===== config.mk =====
export PLATFORM = sky130hd
export DESIGN_NAME = writeback_pipe
export DESIGN_NICKNAME = d
export VERILOG_FILES = /design/src/rtl/writeback_pipe.sv
export SDC_FILE = /design/constraint.sdc
export NUM_CORES = 2
export LEC_CHECK = 0
export CAP_MARGIN = 20
export CORE_MARGIN = 4
export CORE_UTILIZATION = 23
export CTS_BUF_LIST = sky130_fd_sc_hd__clkbuf_8
export DETAILED_ROUTE_END_ITERATION = 10
export SKIP_CTS_REPAIR_TIMING = 1
export SYNTH_ARGS = -nofsm -noshare
export SYNTH_HDL_FRONTEND = slang
export SYNTH_SLANG_ARGS = --single-unit

===== constraint.sdc =====
create_clock -name clk -period 4.5 [get_ports clk]
set_clock_uncertainty 0.05 [all_clocks]
set_input_delay 0.9 -clock clk [delete_from_list [all_inputs] [get_ports clk]]
set_output_delay 0.9 -clock clk [all_outputs]
set_load 0.02 [all_outputs]

===== src/rtl/writeback_pipe.sv =====
// Register-file write side: per-pipe shift pipelines align even/odd results to a common
// writeback stage, drive the regfile write ports and answer pending-write queries.
module writeback_pipe #(
  parameter int DEPTH = 7,
  parameter int AW    = 7,
  parameter int DW    = 128,
  parameter int NQ    = 6
) (
  input  logic             clk,
  input  logic             reset,
  input  logic             res_valid_even,
  input  logic [2:0]       res_stage_even,
  input  logic [AW-1:0]    res_addr_even,
  input  logic [DW-1:0]    res_data_even,
  input  logic             res_valid_odd,
  input  logic [2:0]       res_stage_odd,
  input  logic [AW-1:0]    res_addr_odd,
  input  logic [DW-1:0]    res_data_odd,
  input  logic             flush,
  input  logic [2:0]       flush_stage,
  input  logic [NQ*AW-1:0] qry_addr,
  output logic [NQ-1:0]    qry_pending,
  output logic             reg_write_even,
  output logic [AW-1:0]    rt_addr_even,
  output logic [DW-1:0]    rt_even,
  output logic             reg_write_odd,
  output logic [AW-1:0]    rt_addr_odd,
  output logic [DW-1:0]    rt_odd,
  output logic             collision_err
);

  localparam logic [2:0] DEPTH3 = 3'(DEPTH);

  logic collision_err_reg;

  // Pipe 0 is the even pipe, pipe 1 the odd pipe; both share identical slot logic.
  for (genvar gi = 0; gi < 2; gi++) begin : pipe_g
    logic          cap_valid;
    logic [2:0]    cap_stage;
    logic [AW-1:0] cap_addr;
    logic [DW-1:0] cap_data;

    assign cap_valid = (gi == 0) ? res_valid_even : res_valid_odd;
    assign cap_stage = (gi == 0) ? res_stage_even : res_stage_odd;
    assign cap_addr  = (gi == 0) ? res_addr_even  : res_addr_odd;
    assign cap_data  = (gi == 0) ? res_data_even  : res_data_odd;

    logic          valid_reg   [1:DEPTH];
    logic [AW-1:0] addr_reg    [1:DEPTH];
    logic [DW-1:0] data_reg    [1:DEPTH];
    logic          valid_next  [1:DEPTH];
    logic [AW-1:0] addr_next   [1:DEPTH];
    logic [DW-1:0] data_next   [1:DEPTH];
    logic          shift_valid [1:DEPTH];

    logic          dropped;
    logic          legal;
    logic          err_hit;
    logic [NQ-1:0] hit;

    // Flush drops younger inputs before they can collide or flag an illegal stage.
    assign dropped = flush && (cap_stage < flush_stage);
    assign legal   = (cap_stage != 3'd0) && (cap_stage <= DEPTH3);

    always_comb begin
      err_hit = cap_valid && !dropped && !legal;
      for (int k = 1; k <= DEPTH; k++) begin
        if (k == 1) begin
          shift_valid[k] = 1'b0;
          addr_next[k]   = '0;
          data_next[k]   = '0;
        end else begin
          shift_valid[k] = valid_reg[k-1] && !(flush && (3'(k-1) < flush_stage));
          addr_next[k]   = addr_reg[k-1];
          data_next[k]   = data_reg[k-1];
        end
        valid_next[k] = shift_valid[k];
        if (cap_valid && !dropped && legal && (cap_stage == 3'(k))) begin
          valid_next[k] = 1'b1;
          addr_next[k]  = cap_addr;
          data_next[k]  = cap_data;
          if (shift_valid[k]) begin
            err_hit = 1'b1;
          end
        end
      end
    end

    always_ff @(posedge clk or negedge reset) begin
      if (!reset) begin
        for (int k = 1; k <= DEPTH; k++) begin
          valid_reg[k] <= 1'b0;
          addr_reg[k]  <= '0;
          data_reg[k]  <= '0;
        end
      end else begin
        for (int k = 1; k <= DEPTH; k++) begin
          valid_reg[k] <= valid_next[k];
          addr_reg[k]  <= addr_next[k];
          data_reg[k]  <= data_next[k];
        end
      end
    end

    always_comb begin
      hit = '0;
      for (int q = 0; q < NQ; q++) begin
        for (int k = 1; k <= DEPTH; k++) begin
          if (valid_reg[k] && (addr_reg[k] == qry_addr[q*AW +: AW])) begin
            hit[q] = 1'b1;
          end
        end
      end
    end
  end

  logic          wb_valid_even;
  logic          wb_valid_odd;
  logic [AW-1:0] wb_addr_even;
  logic [AW-1:0] wb_addr_odd;
  logic          same_addr_tie;

  assign wb_valid_even = pipe_g[0].valid_reg[DEPTH];
  assign wb_valid_odd  = pipe_g[1].valid_reg[DEPTH];
  assign wb_addr_even  = pipe_g[0].addr_reg[DEPTH];
  assign wb_addr_odd   = pipe_g[1].addr_reg[DEPTH];

  // Odd is the younger write of a bundle, so it wins a same-address tie.
  assign same_addr_tie = wb_valid_even && wb_valid_odd && (wb_addr_even == wb_addr_odd);

  assign reg_write_even = wb_valid_even && !same_addr_tie;
  assign rt_addr_even   = wb_valid_even ? wb_addr_even : '0;
  assign rt_even        = wb_valid_even ? pipe_g[0].data_reg[DEPTH] : '0;
  assign reg_write_odd  = wb_valid_odd;
  assign rt_addr_odd    = wb_valid_odd ? wb_addr_odd : '0;
  assign rt_odd         = wb_valid_odd ? pipe_g[1].data_reg[DEPTH] : '0;

  assign qry_pending = pipe_g[0].hit | pipe_g[1].hit;

  always_ff @(posedge clk or negedge reset) begin
    if (!reset) begin
      collision_err_reg <= 1'b0;
    end else if (pipe_g[0].err_hit || pipe_g[1].err_hit) begin
      collision_err_reg <= 1'b1;
    end
  end

  assign collision_err = collision_err_reg;

endmodule


==> results.py <==
metrics = {
    "logic_synthesis": {
        "synth.top_cells.by_area": "dfrtp_1 (60%), mux2_2 (19%), and2_1 (4.3%)",
        "synthCells": 5446,
        "synth_nets": 5776,
        "synth.yosys.seq_area_share_pct": 60.3,
        "synth_area_leader_cell": "dfrtp_1",
        "synth_ff_type": "dfrtp_1",
        "netlist.area_leader.share_pct": 60.3,
        "postSynthAreaPerCell_um2": 14.5,
        "postSynthRegisterBits": 1905,
        "synth_edf_count": 0,
        "yosys_warnings": 0,
        "mappedNetlistArea_mm2": 0.0791,
        "async_flop_share_pct": 100,
        "count_of_cell_types_in_the_netlist": 52,
    },
    "grt": {
        "gr-max-usage-layer": "met2",
        "met2_usage_pct": 22.1,
        "grt_max_degree": 167,
        "grt_first_pass_wirelength_um": 350000,
        "grt_overflow_total": 0,
        "grt.total_usage_pct": 13.2,
        "number_of_global_route_vias_before_repair": 49800,
        "groute.layer.met3.usage_pct": 3.02,
        "gr-usage-met1_pct": 16.5,
        "antenna_found_initial": 58,
    },
    "placed_design": {
        "post-dp-hpwl_um": 155000,
        "port_buffers": 604,
        "globalplace.congestion": 0.902,
    },
    "outcome": {
        "status": "complete, no violations",
    },
    "critical_path": {
        "criticalPathCategory": "input port to output pin",
        "crit_path_max_fanout": 8,
        "cp_data_required_time_ns": 3.55,
        "data_arrival_critical_path_ns": 3.28,
        "critPathCaptureType": "output pin",
        "crit_path_start_kind": "input port",
    },
    "cts": {
        "ctsHtreeMaxLevel": 5,
        "clock_tree.buffer_depth": 4,
        "cts.root.buffer_cell": "clkbuf_8",
        "insertion_delay_of_the_later_clocked_pin_in_the_worst_skew_pair_ns": 0.98,
        "cts_buffers": 330,
        "clkSlewWorstSetupHoldPaths_ns": 0.06,
        "clock-sinks": 1905,
        "cts_tree": "done",
    },
    "routing": {
        "drc_errors": 0,
        "route.antenna.remaining_nets": 0,
        "drtPass1Iterations": 5,
        "routed_wire_length_per_instance_um": 21.8,
        "viasPerCell": 4.16,
        "wl_um": 240000,
        "routed-via-count": 45800,
        "drt_iter0_drc": 2617,
    },
    "final_layout": {
        "largest_register_ffs": 1792,
        "post_route_cells_drive_above_1_share_pct": 32.9,
        "final_net_count": 6515,
        "synthToLayoutAreaGrowth_pct": 24.1,
        "fin_util_pct": 28.6,
    },
    "die": {
        "die_width_um": 594,
        "die-area_mm2": 0.353,
        "core-area_mm2": 0.343,
        "ioPinCount": 605,
        "die_height_um": 594,
        "start_util_pct": 23.1,
        "rows": 215,
    },
    "pwr": {
        "p_leak_uw": 0.0474,
        "vdd_drop_max_v": 0.000256,
        "total_power_after_layout_uw": 37800,
        "pwr_density_cell_mw_per_mm2": 385,
    },
    "sta": {
        "max_slew.worst_pin.slew_ns": 0.958,
        "final-hold-violation-count": 0,
        "rsz0062_at_grt": "false",
        "max-slew-margin-rel_pct": 36.2,
        "final.min_clock_period_ns": 4.23,
        "totalNegativeSetupSlack_ns": 0,
        "achievable-frequency_ghz": 0.236,
        "final-setup-viol-count": 0,
        "min_period_over_period_pct": 94.0,
        "report.final.slew_viol_count": 0,
    },
    "run": {
        "drv.max_cap_violation_count": 0,
    },
    "worst_hold_path": {
        "timing.hold.worst.class": "flip-flop to flip-flop",
    },
}
cell type report:
| cell class | instances | area, um^2 |
|---|---|---|
| antenna | 20 | 50.0 |
| sequential | 1905 | 47800 |
| timing repair buffer | 836 | 8930 |
| clock buffer | 409 | 5630 |
| tap | 4557 | 5700 |
| fill | 34600 | 245000 |
| clock inverter | 163 | 996 |
| multi-input combinational | 3109 | 29100 |
| inverter | 3 | 11.3 |
worst paths after layout:
path	to	slack (ns)	from	depth (start not counted)
worst max-delay path	qry_pending[0]	0.27	qry_addr[1]	9
worst min-delay path	pipe_g[0].data_reg[526]	0.37	pipe_g[0].data_reg[654]	1
worst max register to register	collision_err	2.66	pipe_g[0].valid_reg[6]	4
worst min register to register	pipe_g[0].data_reg[526]	0.37	pipe_g[0].data_reg[654]	1
max in group asynchronous	pipe_g[1].data_reg[671]	2.49	reset	4
min in group asynchronous	pipe_g[0].data_reg[728]	0.55	reset	2
layout by cell type, fill, tap and decap left out, drive strengths merged, types with 2 or more instances in the layout:
| master | count |
|---|---|
| a21o | 2 |
| nor3 | 2 |
| nand2b | 6 |
| nor2b | 6 |
| nor4 | 58 |
| xnor2 | 265 |
| o21ai | 9 |
| dlymetal6s2s | 4 |
| clkinv | 31 |
| ha | 4 |
| clkbuf | 409 |
| inv | 117 |
| clkdlybuf4s50 | 597 |
| xor2 | 330 |
| dfrtp | 1905 |
| bufinv | 6 |
| nand4 | 124 |
| nand3 | 7 |
| nand2 | 25 |
| buf | 234 |
| o2111ai | 11 |
| nor2 | 72 |
| and2 | 545 |
| mux2 | 1620 |
| diode | 20 |
| clkinvlp | 12 |
| or4 | 5 |
synthesized netlist by cell type, drive strengths merged (2+ instances only):
master	number
and2	545
xor2	330
xnor2	265
buf	337
nand3	7
a21o	2
nor2b	6
mux2	1620
clkbuf	92
or4	5
o2111ai	11
inv	3
dfrtp	1905
nand2	25
nor4	58
nor2	72
nor3	2
o21ai	9
nand4	124
nand2b	6
ha	4
report_power, final:
part | internal (uW) | switching, uW | total, uW
sequential | 18000 | 568 | 18600
clock | 8560 | 7130 | 15700
combinational | 1660 | 1810 | 3470
cells by family after synthesis:
kind of cell             after synthesis  share of synthesized area, %
buffers and inverters                432                          3.12
multiplexers                        1620                          23.1
AND/OR/NAND/NOR                      855                          6.51
AO/OA/AOI/OAI                         35                         0.384
flip-flops                          1905                          60.3
XOR/XNOR                             595                          6.59
adder cells (fa/ha/maj)                4                        0.0633
per-stage QoR:
| step | instances | cell area (um^2) | worst slack (ns) | hold WS (ns) |
|---|---|---|---|---|
| 3_5_place_dp | 10400 | 91300 | -0.0888 | 0.392 |
| 6_report | 11000 | 98200 | 0.271 | 0.373 |
| 4_1_cts | 11000 | 97900 | -0.330 | -0.261 |
| 3_3_place_gp | 10400 | 91300 | -0.111 | 0.389 |
| 5_1_grt | 11000 | 98200 | 0.0291 | 0.388 |
| 2_1_floorplan | 5446 | 79100 | 1.22 | 0.383 |
per-layer routing:
| layer | vias up | routed length [um] | share of wire (%) |
|---|---|---|---|
| met5 | - | 108 | 0.045 |
| met4 | 16 | 8470 | 3.5 |
| met3 | 470 | 14400 | 6.0 |
| met2 | 1327 | 116000 | 48 |
| met1 | 24000 | 100000 | 42 |
| li1 | 19900 | - | - |
worst max-delay path: stages:
cell and delay [ns]:
clkdlybuf4s50_1 0.60, buf_12 0.18, buf_12 0.13, xor2_1 0.15
nor2_1 0.06, nand4_1 0.11, o2111ai_1 0.11, or4_1 0.72
dlymetal6s2s_1 0.30
Power figures use the tool's default switching activity.
